### config.mk
export PLATFORM = sky130hd
export DESIGN_NAME = piece_queue
export DESIGN_NICKNAME = d
export VERILOG_FILES = /design/src/rtl/tetris_pkg.sv /design/src/rtl/piece_bag.sv /design/src/rtl/piece_queue.sv
export SDC_FILE = /design/constraint.sdc
export NUM_CORES = 1
export LEC_CHECK = 0
export CORE_ASPECT_RATIO = 0.9
export CORE_UTILIZATION = 45
export DETAILED_ROUTE_END_ITERATION = 16
export RECOVER_POWER = 50
export SYNTH_ARGS = -nofsm -noshare
export SYNTH_HDL_FRONTEND = slang
export SYNTH_SLANG_ARGS = --single-unit
### constraint.sdc
create_clock -name clk -period 15.7 [get_ports clk]
set_clock_uncertainty 0.05 [all_clocks]
set_input_delay 4.71 -clock clk [delete_from_list [all_inputs] [get_ports clk]]
set_output_delay 4.71 -clock clk [all_outputs]
set_load 0.02 [all_outputs]
### src/rtl/tetris_pkg.sv
// Shared Tetris definitions: piece-id constants, the shape ROM, LFSR
// constants and small arithmetic helpers used by the piece queue, the
// game-step logic and the rotate stage.
//   shape_rom(id) : 4x4 row-major shape, index 0 = top-left cell.
//   wrap7(v)      : v mod 7 for v in 0..13.
//   popcount7(m)  : number of set bits in a 7-bit bag mask.
//   lfsr_step(s)  : one step of the 16-bit right-shift Galois LFSR.
package tetris_pkg;

  localparam int unsigned NUM_PIECES = 7;
  localparam logic [15:0] LFSR_TAPS  = 16'hB400;

  localparam logic [2:0] PIECE_I = 3'd0;
  localparam logic [2:0] PIECE_L = 3'd1;
  localparam logic [2:0] PIECE_J = 3'd2;
  localparam logic [2:0] PIECE_Z = 3'd3;
  localparam logic [2:0] PIECE_S = 3'd4;
  localparam logic [2:0] PIECE_T = 3'd5;
  localparam logic [2:0] PIECE_O = 3'd6;

  typedef enum logic [0:0] {
    ST_FILL  = 1'b0,
    ST_READY = 1'b1
  } queue_state_e;

  // Literals are written left-to-right as cells 0..15, which matches the
  // ascending [0:15] range of the return value.
  function automatic logic [0:15] shape_rom(input logic [2:0] id);
    logic [0:15] shape;
    case (id)
      PIECE_I: shape = 16'b0100_0100_0100_0100;
      PIECE_L: shape = 16'b0000_0111_0100_0000;
      PIECE_J: shape = 16'b0000_1110_0010_0000;
      PIECE_Z: shape = 16'b0000_1100_0110_0000;
      PIECE_S: shape = 16'b0000_0110_1100_0000;
      PIECE_T: shape = 16'b0000_1110_0100_0000;
      PIECE_O: shape = 16'b0000_0110_0110_0000;
      default: shape = 16'b0000_0000_0000_0000;
    endcase
    return shape;
  endfunction

  function automatic logic [2:0] wrap7(input logic [3:0] v);
    return (v >= 4'd7) ? 3'(v - 4'd7) : v[2:0];
  endfunction

  function automatic logic [2:0] popcount7(input logic [6:0] m);
    logic [2:0] c;
    c = 3'd0;
    for (int i = 0; i < 7; i++) begin
      c = c + {2'b00, m[i]};
    end
    return c;
  endfunction

  function automatic logic [15:0] lfsr_step(input logic [15:0] s);
    return {1'b0, s[15:1]} ^ (s[0] ? LFSR_TAPS : 16'h0000);
  endfunction

endpackage

### src/rtl/piece_bag.sv
// 7-bag randomiser. Owns the free-running LFSR, the bag mask of undrawn
// pieces, the draw search and the remaining-piece count.
//   clk, rst_n : clock, asynchronous active-low reset
//   draw_en    : consume draw_id this cycle
//   restart    : refill the bag (LFSR keeps running)
//   draw_id    : piece that would be drawn this cycle (combinational)
//   bag_left   : pieces still undrawn in the current bag
module piece_bag
  import tetris_pkg::*;
#(
  parameter logic [15:0] LFSR_SEED = 16'hACE1
) (
  input  logic       clk,
  input  logic       rst_n,
  input  logic       draw_en,
  input  logic       restart,
  output logic [2:0] draw_id,
  output logic [2:0] bag_left
);

  // An all-zero Galois LFSR would lock up, so a zero seed is promoted to 1.
  localparam logic [15:0] SEED_EFF = (LFSR_SEED == 16'h0000) ? 16'h0001 : LFSR_SEED;

  logic [15:0] lfsr_q;
  logic [6:0]  mask_q;
  logic [2:0]  bag_left_q;
  logic [2:0]  cand_s;
  logic [2:0]  idx_s;
  logic [2:0]  pick_s;
  logic        found_s;
  logic        hit_s;
  logic [6:0]  mask_clr_s;
  logic [6:0]  mask_d;

  // Draw search: first id still in the bag, scanning upward from the LFSR candidate.
  always_comb begin
    cand_s  = (lfsr_q[2:0] == 3'd7) ? 3'd0 : lfsr_q[2:0];
    pick_s  = cand_s;
    found_s = 1'b0;
    idx_s   = 3'd0;
    hit_s   = 1'b0;
    for (int i = 0; i < NUM_PIECES; i++) begin
      idx_s   = wrap7({1'b0, cand_s} + 4'(i));
      hit_s   = !found_s && mask_q[idx_s];
      pick_s  = hit_s ? idx_s : pick_s;
      found_s = found_s | hit_s;
    end
    mask_clr_s = mask_q & ~(7'b000_0001 << pick_s);
    // The last piece of a bag refills it on the same draw, so the mask is never empty.
    mask_d = (mask_clr_s == 7'h00) ? 7'h7F : mask_clr_s;
  end

  // LFSR advances every cycle; bag state changes only on restart or a draw.
  always_ff @(posedge clk or negedge rst_n) begin
    if (!rst_n) begin
      lfsr_q     <= SEED_EFF;
      mask_q     <= 7'h7F;
      bag_left_q <= 3'd7;
    end else begin
      lfsr_q <= lfsr_step(lfsr_q);
      if (restart) begin
        mask_q     <= 7'h7F;
        bag_left_q <= 3'd7;
      end else if (draw_en) begin
        mask_q     <= mask_d;
        bag_left_q <= popcount7(mask_d);
      end
    end
  end

  assign draw_id  = pick_s;
  assign bag_left = bag_left_q;

endmodule

### src/rtl/piece_queue.sv
// Next-piece queue for the game-step logic: a head piece plus a preview list,
// fed from a 7-bag randomiser and refilled one piece per take.
//   clk, rst_n  : clock, asynchronous active-low reset
//   take        : consume the head piece (ignored until piece_valid)
//   restart     : flush queue and bag for a new game (wins over take)
//   piece_valid : head entry valid
//   piece_id    : head piece id 0..6
//   piece_shape : head shape, cell 0 = top-left
//   preview_ids : preview entry k at bits [3k+2:3k], entry 0 next after head
//   bag_left    : pieces still undrawn in the current bag
module piece_queue
  import tetris_pkg::*;
#(
  parameter int unsigned PREVIEW_DEPTH = 3,
  parameter logic [15:0] LFSR_SEED     = 16'hACE1
) (
  input  logic                       clk,
  input  logic                       rst_n,
  input  logic                       take,
  input  logic                       restart,
  output logic                       piece_valid,
  output logic [2:0]                 piece_id,
  output logic [0:15]                piece_shape,
  output logic [3*PREVIEW_DEPTH-1:0] preview_ids,
  output logic [2:0]                 bag_left
);

  localparam int unsigned DEPTH = PREVIEW_DEPTH + 1;
  localparam int unsigned CW    = $clog2(DEPTH + 1);

  queue_state_e  state_q;
  logic [CW-1:0] count_q;
  logic [2:0]    slots_q [DEPTH];
  logic          valid_q;
  logic [0:15]   shape_q;
  logic          draw_en_s;
  logic [2:0]    draw_id_s;

  piece_bag #(
    .LFSR_SEED (LFSR_SEED)
  ) u_bag (
    .clk      (clk),
    .rst_n    (rst_n),
    .draw_en  (draw_en_s),
    .restart  (restart),
    .draw_id  (draw_id_s),
    .bag_left (bag_left)
  );

  // A draw is consumed on every FILL cycle and on each accepted take; never on restart.
  always_comb begin
    draw_en_s = 1'b0;
    if (restart) begin
      draw_en_s = 1'b0;
    end else begin
      case (state_q)
        ST_FILL:  draw_en_s = 1'b1;
        ST_READY: draw_en_s = take;
        default:  draw_en_s = 1'b0;
      endcase
    end
  end

  // Queue FSM: fill slots in order, then shift on take with the new draw at the tail.
  always_ff @(posedge clk or negedge rst_n) begin
    if (!rst_n) begin
      state_q <= ST_FILL;
      count_q <= '0;
      valid_q <= 1'b0;
      shape_q <= 16'h0000;
      for (int k = 0; k < int'(DEPTH); k++) begin
        slots_q[k] <= 3'd0;
      end
    end else if (restart) begin
      state_q <= ST_FILL;
      count_q <= '0;
      valid_q <= 1'b0;
      shape_q <= 16'h0000;
      for (int k = 0; k < int'(DEPTH); k++) begin
        slots_q[k] <= 3'd0;
      end
    end else begin
      case (state_q)
        ST_FILL: begin
          for (int k = 0; k < int'(DEPTH); k++) begin
            if (count_q == CW'(k)) begin
              slots_q[k] <= draw_id_s;
            end
          end
          // Shape tracks slot 0 so it is always in step with piece_id.
          if (count_q == '0) begin
            shape_q <= shape_rom(draw_id_s);
          end
          count_q <= count_q + CW'(1);
          if (count_q == CW'(DEPTH - 1)) begin
            state_q <= ST_READY;
            valid_q <= 1'b1;
          end
        end
        ST_READY: begin
          if (take) begin
            for (int k = 0; k < int'(DEPTH) - 1; k++) begin
              slots_q[k] <= slots_q[k+1];
            end
            slots_q[DEPTH-1] <= draw_id_s;
            shape_q          <= shape_rom(slots_q[1]);
          end
        end
        default: begin
          state_q <= ST_FILL;
          count_q <= '0;
          valid_q <= 1'b0;
        end
      endcase
    end
  end

  assign piece_valid = valid_q;
  assign piece_id    = slots_q[0];
  assign piece_shape = shape_q;

  for (genvar g = 0; g < PREVIEW_DEPTH; g++) begin : g_preview
    assign preview_ids[3*g +: 3] = slots_q[g+1];
  end

endmodule
After elaboration in Yosys (flattened, before gate mapping)
Cells that the tools add are included.
{ "word_totals": {"latchBits": 0, "in_bits": 4, "mem_bits_rw": 0, "mem_count": 0, "ff_bits": 59, "mem_bits_ro": 0, "out_inout_bits": 32, "word_cells": 158} }
{ "classes": {"muxes": 58, "multipliers": 0, "add_sub_neg": 20, "order_cmp": 14, "n_bitwise": 9, "n_reduce_logical": 23, "div_mod_pow": 0, "n_shift": 1, "eq_ne": 22} }
{ "ops": {"columns": ["operator", "count"], "rows": [
  ["$pmux W15 S7", 2],
  ["$mux W3", 23],
  ["$mux W16", 4],
  ["$pmux W16 S2", 1],
  ["$lt A3 B4 Y1 const B", 7],
  ["$ge A4 B3 Y1 const B", 6],
  ["$mux W12", 2],
  ["$pmux W12 S2", 1],
  ["$bmux W1 S3", 7],
  ["$eq A3 B3 Y1 const B", 7],
  ["$mux W7", 3],
  ["$sub A3 B3 Y3 const B", 7],
  ["$eq A3 B2 Y1 const B", 6],
  ["$xor A15 B16 Y16", 1],
  ["$add A3 B1 Y3", 5],
  ["$ne A3 B3 Y1 const B", 5],
  ["$mux W1", 14],
  ["$add A3 B3 Y4 const B", 3],
  ["$reduce_and A2 Y1", 5],
  ["$eq A3 B1 Y1 const B", 3],
  ["$logic_not A3 Y1", 3],
  ["$add A3 B2 Y4 const B", 2],
  ["$and A7 B7 Y7", 1],
  ["$logic_not A7 Y1", 1],
  ["13 further kinds", 28]
]} }

Longest topological paths before layout
{ "logic_depth": {"ltp_word": 37, "ltp_mapped": 33, "mapped_depth_nobuf": 31} }

Hierarchy
Synthesis repeated with hierarchy kept, for this count alone.
{ "hier_totals": {"cells_unflattened": 526, "hier_area_um2": 4489.3} }
{ "modules_own_cells": {"columns": ["module", "cells_each", "n_inst", "area_per_inst_um2", "seq_area_each_um2"], "rows": [
  ["piece_bag", 366, 1, 2950.3, 673.1],
  ["piece_queue", 160, 1, 1539.0, 625.6]
]} }

Worst setup path after synthesis
OpenSTA, ideal clock, no wires.
{ "synth_path": {"path_kind": "reg-to-reg", "startpoint": "register u_bag.lfsr_q[1]", "endpoint": "register u_bag.bag_left_q[2] (netlist: u_bag.bag_left[2])", "setup_slack_ns": 8.913, "stages_incl_launch_ff": 31, "arrival_time_ns": 6.656, "t_required_ns": 15.569, "setup_ns": 0.081, "path_cell_list": "dfrtp_1 ha_1 nor2b_1 buf_2 inv_2 fa_1 clkbuf_1 o21ai_0 mux4_2 a21oi_4 nand2b_1 or4b_1 nand3_1 a211oi_1 clkbuf_1 nand3_1 nand2_1 ha_1 nor2b_1 a32oi_2 o31ai_1 fa_1 inv_1 fa_1 inv_1 ha_1 fa_1 xnor2_1 nand2_1 o21ai_0 nand2_1"} }
{ "synth_via": {"elab_chain_len": 37, "word_cells_on_any_way": 80, "classes_between": "19 x add/sub; 7 x order compare; 1 x eq/ne; 1 x shift; 32 x mux; 7 x bitwise; 13 x reduce/logical"} }
{ "synth_lines": {"columns": ["element", "line", "rtl"], "rows": [
  ["start: declaration", "piece_bag.sv:24", "logic [15:0] lfsr_q;"],
  ["start signal: assignment", "piece_bag.sv:60", "lfsr_q <= lfsr_step(lfsr_q);"],
  ["$eq A3 B3 Y1", "piece_bag.sv:37", "cand_s = (lfsr_q[2:0] == 3'd7) ? 3'd0 : lfsr_q[2:0];"],
  ["$mux W3 *", "piece_bag.sv:37", null],
  ["$add A3 B1 Y4, or another cell as far along", "piece_bag.sv:43", "idx_s = wrap7({1'b0, cand_s} + 4'(i));"],
  ["$ge A4 B3 Y1, or another cell as far along", "tetris_pkg.sv:44", "return (v >= 4'd7) ? 3'(v - 4'd7) : v[2:0];"],
  ["$mux W3 or $bmux W1 S3 (tied branches)", "tetris_pkg.sv:44, piece_bag.sv:44", null],
  ["$bmux W1 S3 or $mux W1 (tied branches)", "piece_bag.sv:44", "hit_s = !found_s && mask_q[idx_s];"],
  ["$mux W1 (implied by the code) or $logic_not A1 Y1 (tied branches)", "piece_bag.sv:44", null],
  ["$logic_and A1 B1 Y1", "piece_bag.sv:44", null],
  ["[18 not listed]", null, null],
  ["$and A7 B7 Y7 *", "piece_bag.sv:48", "mask_clr_s = mask_q & ~(7'b000_0001 << pick_s);"],
  ["$logic_not A7 Y1", "piece_bag.sv:50", "mask_d = (mask_clr_s == 7'h00) ? 7'h7F : mask_clr_s;"],
  ["$mux W7 *", "piece_bag.sv:50", null],
  ["$add A1 B1 Y2", "tetris_pkg.sv:51", "c = c + {2'b00, m[i]};"],
  ["$add A3 B1 Y3 (4 in a row)", "tetris_pkg.sv:51", null],
  ["$add A3 B1 Y3 *", "tetris_pkg.sv:51", null],
  ["$mux W3 *", "piece_bag.sv:64", "end else if (draw_en) begin"],
  ["$mux W3 *", "piece_bag.sv:61", "if (restart) begin"],
  ["end signal: assignment", "piece_bag.sv:66", "bag_left_q <= popcount7(mask_d);"],
  ["end: declaration", "piece_bag.sv:26", "logic [2:0] bag_left_q;"]
]} }
Mark *: on every way between the ends. The rest lies on a longest branch, timed or not. The select of a mux whose other input is x is not followed.
A chain may end at the register's enable or synchronous reset.

Worst setup path in the final report
{ "layout_path": {"startpoint": "register u_bag.lfsr_q[0]", "endpoint": "register u_bag.bag_left_q[1] (netlist: u_bag.bag_left[1])"} }
The elaborated chain is that of the path after synthesis.

==> out/qor.yml <==
vias_per_cell: 6.176
drc: 0
post_cts_resized: 0
wl_mm: 11.44
worst_path_max_delay_cell: "dfstp_1"
setup_ws_ns: 7.161
clockBufferDepth: 2
io_pins: 36
layout_min_cycle_time_ns: 8.539
p_leak_nw: 1.892
yosysWarnings: 0
rows: 33
drtPass1Iterations: 5
ys.flop_type: "dfrtp_1"
synth_cells: 498
max-vdd-ir-drop_mv: 0.05222
num_antenna_cells: 0
rsz0062_at_grt: "no"
period_share: 0.5439
ys_ff_latch: 51
die_x_microns: 105.3
dp_hpwl_mm: 8.240
postCtsSetupBuffers: 0
fin_util: 0.5078
cts_made_buffers: 5
grt_max_degree: 52
grt_use_total: 0.2416
fmax_mhz: 117.1
drt_iter0_drc: 285
worstMarginPinSlew_ns: 2.600
cp_max_fo: 27
die_area_sq_um: 9994
grt_pass1_vias: 3595
antenna_found_initial: 0
yosysSeqAreaShare: 0.3007
yosysTopAreaCell: "dfrtp_1"
die_y_microns: 94.94
finalWeightedCongestion: 0.9656
finalHoldViolCount: 0
crit_buf_inv: 3
syn_area_sq_um: 4319
slew_violations: 52
area_growth_pct: 8.256
start_util: 0.4691
end_kind: "flip-flop"
max-cap-violations: 1
violations: "max-capacitance violations, max-slew violations"
crit_family: "adder cells"
worstSkewPairLatency_ns: 0.31
core_area_sq_um: 9208
grt_first_pass_wirelength_mm: 19.00
cts.sinks: 51
port_buffers: 28
ant_nets: 0
cts.clk_slew.worst_paths_ns: 0.09
crit_type: "reg2reg"
hold_buffers: 0
vias: 3854
required_ns: 15.88
final_layout_size_suffix_gt1_frac: 0.1215
design_area_sq_um: 4676
dp_slack_ns: 7.526
finalSetupViolCount: 0
dpl-instance-area_sq_um: 4574
tns_ns: 0
synthDistinctLibCells: 93
critPathMaxStageDelay_ns: 1.09
nets: 523
synth_top_area_frac: 0.1912
cts_tree: "yes"
yosys-top-cells-area: "dfrtp_1 (19%), dfstp_2 (11%), nand2_1 (5.0%)"
syn_avg_cell_area_sq_um: 8.673
grt_overflow_total: 0
async_reset_ff_frac: 1.000
wire_per_inst_microns: 18.34
crit_arrival_ns: 8.72
power_density_nw_per_um2: 80.56
crit_top_cell: "ha_1"
clockRootBuffer: "clkbuf_8"
start_kind: "flip-flop"
synth_edf_count: 0
h-tree-depth: 2
relSlewSlack: -0.7331
outcome: "finished, violations left"
worstHoldPathType: "reg2reg"
[layout make-up]
class	instances	area, sq um
multi-input combinational	391	2743
clock buffer	7	97.59
fill	891	4532
timing repair buffer	32	301.5
inverter	20	75.07
sequential	51	1299
clock inverter	1	7.507
tap	122	152.6
[worst reg2reg max path, delay by kind of cell, from the launching register on]
kind                     cells  cell delay (ns)
buffers and inverters        3             0.27
multiplexers                 2             0.76
AND/OR/NAND/NOR              9             1.54
AO/OA/AOI/OAI                7             2.34
adder cells (fa/ha/maj)      7             2.42
flip-flops                   1             1.09
[sequential cells by signal, indices dropped and copies added (netlist names)]
| register | count |
|---|---|
| u_bag.lfsr_q | 16 |
| preview_ids | 9 |
| piece_shape | 8 |
| u_bag.mask_q | 7 |
| count_q | 3 |
| piece_id | 3 |
| u_bag.bag_left | 3 |
| piece_valid | 1 |
| state_q | 1 |
[Yosys cell counts (all sizes together) (4+ instances only)]
cell type,number
a211oi,5
a21o,5
a21oi,38
a32oi,4
and2,7
and3,4
buf,23
clkbuf,19
dfrtp,33
dfstp,18
fa,4
ha,14
inv,19
mux2i,17
mux4,4
nand2,61
nand2b,7
nand3,12
nand3b,6
nand4,7
nor2,36
nor2b,8
nor3,8
nor4,5
o211ai,5
o21ai,22
o311ai,6
o31a,4
o31ai,21
xnor2,5
xor2,6
[routing by layer]
layer,share of wire,GRT usage
met1,0.50,0.3667
met5,0,0
met3,0.073,0.06349
met4,0.0062,0.03521
met2,0.43,0.3465
[report_power, final]
| group | internal (W) | total [W] | leakage, nW | switching (W) |
|---|---|---|---|---|
| registers | 0.000148 | 0.000168 | 0.637 | 0.0000201 |
| clock network | 0.0000411 | 0.0000829 | 0.0496 | 0.0000418 |
| logic | 0.0000527 | 0.000126 | 1.21 | 0.0000734 |
| total | 0.000241 | 0.000377 | 1.89 | 0.000135 |
[cells in the final DEF, fill, tap and decap left out, types with 3 or more instances in the layout]
master           instances
a21oi_1                 36
xnor2_1                  3
a21o_1                   5
o31ai_1                 20
conb_1                   7
and2_1                   6
dfrtp_1                 33
dfstp_2                 17
fa_1                     4
nor3_1                   8
o21a_1                   3
nand2b_1                 7
o211ai_1                 4
and3_1                   4
ha_1                    14
o31a_1                   3
a211o_1                  3
or3_1                    3
a32o_1                   3
inv_1                   17
clkbuf_8                 5
nor4_1                   4
xor2_1                   6
a32oi_1                  3
o311ai_0                 3
nor2b_1                  7
nand3b_1                 6
a22o_1                   3
nand2_1                 58
buf_4                    3
clkdlybuf4s50_1         27
nor2_1                  35
mux2i_1                 16
o311ai_1                 3
a211oi_1                 5
nand3_1                 12
o21ai_0                 19
mux2_2                   3
nand4_1                  7
mux4_2                   4
[path summary, 6_finish.rpt]
| path | start | end | slack (ns) | depth (start not counted) |
|---|---|---|---|---|
| setup / recovery | u_bag.lfsr_q[0]$_DFF_PN1_ | u_bag.bag_left[1]$_DFFE_PN1P_ | 7.16 | 28 |
| setup reg to reg | u_bag.lfsr_q[0]$_DFF_PN1_ | u_bag.bag_left[1]$_DFFE_PN1P_ | 7.16 | 28 |
| max in group asynchronous | rst_n | state_q$_DFF_PN0_ | 8.88 | 2 |
| hold reg to reg | u_bag.lfsr_q[6]$_DFF_PN1_ | u_bag.lfsr_q[5]$_DFF_PN1_ | 0.31 | 0 |
| hold / removal | u_bag.lfsr_q[6]$_DFF_PN1_ | u_bag.lfsr_q[5]$_DFF_PN1_ | 0.31 | 0 |
| min in group asynchronous | rst_n | u_bag.lfsr_q[4]$_DFF_PN0_ | 5.26 | 2 |
[per-stage QoR]
step	cells	hold WS (ns)	power (W)
final	624	0.3124	0.0003767
after global routing	624	0.3184	0.0004030
after CTS	624	0.3154	0.0003811
after detailed placement	616	0.2904	0.0002961
after global placement	616	0.2857	0.0002949
after floorplan	504	0.2812	0.0002515
[logic make-up (layout without fill, tap and decap cells)]
logic type	after synthesis	after routing	share of synthesized area
flip-flops	51	51	0.3007
other	1	7	0.0008682
adder cells (fa/ha/maj)	18	18	0.05910
multiplexers	24	24	0.07097
buffers and inverters	62	60	0.06952
AND/OR/NAND/NOR	176	176	0.2071
XOR/XNOR	11	11	0.02839
AO/OA/AOI/OAI	155	155	0.2633
No activity file was read; power rests on OpenSTA's default activity.
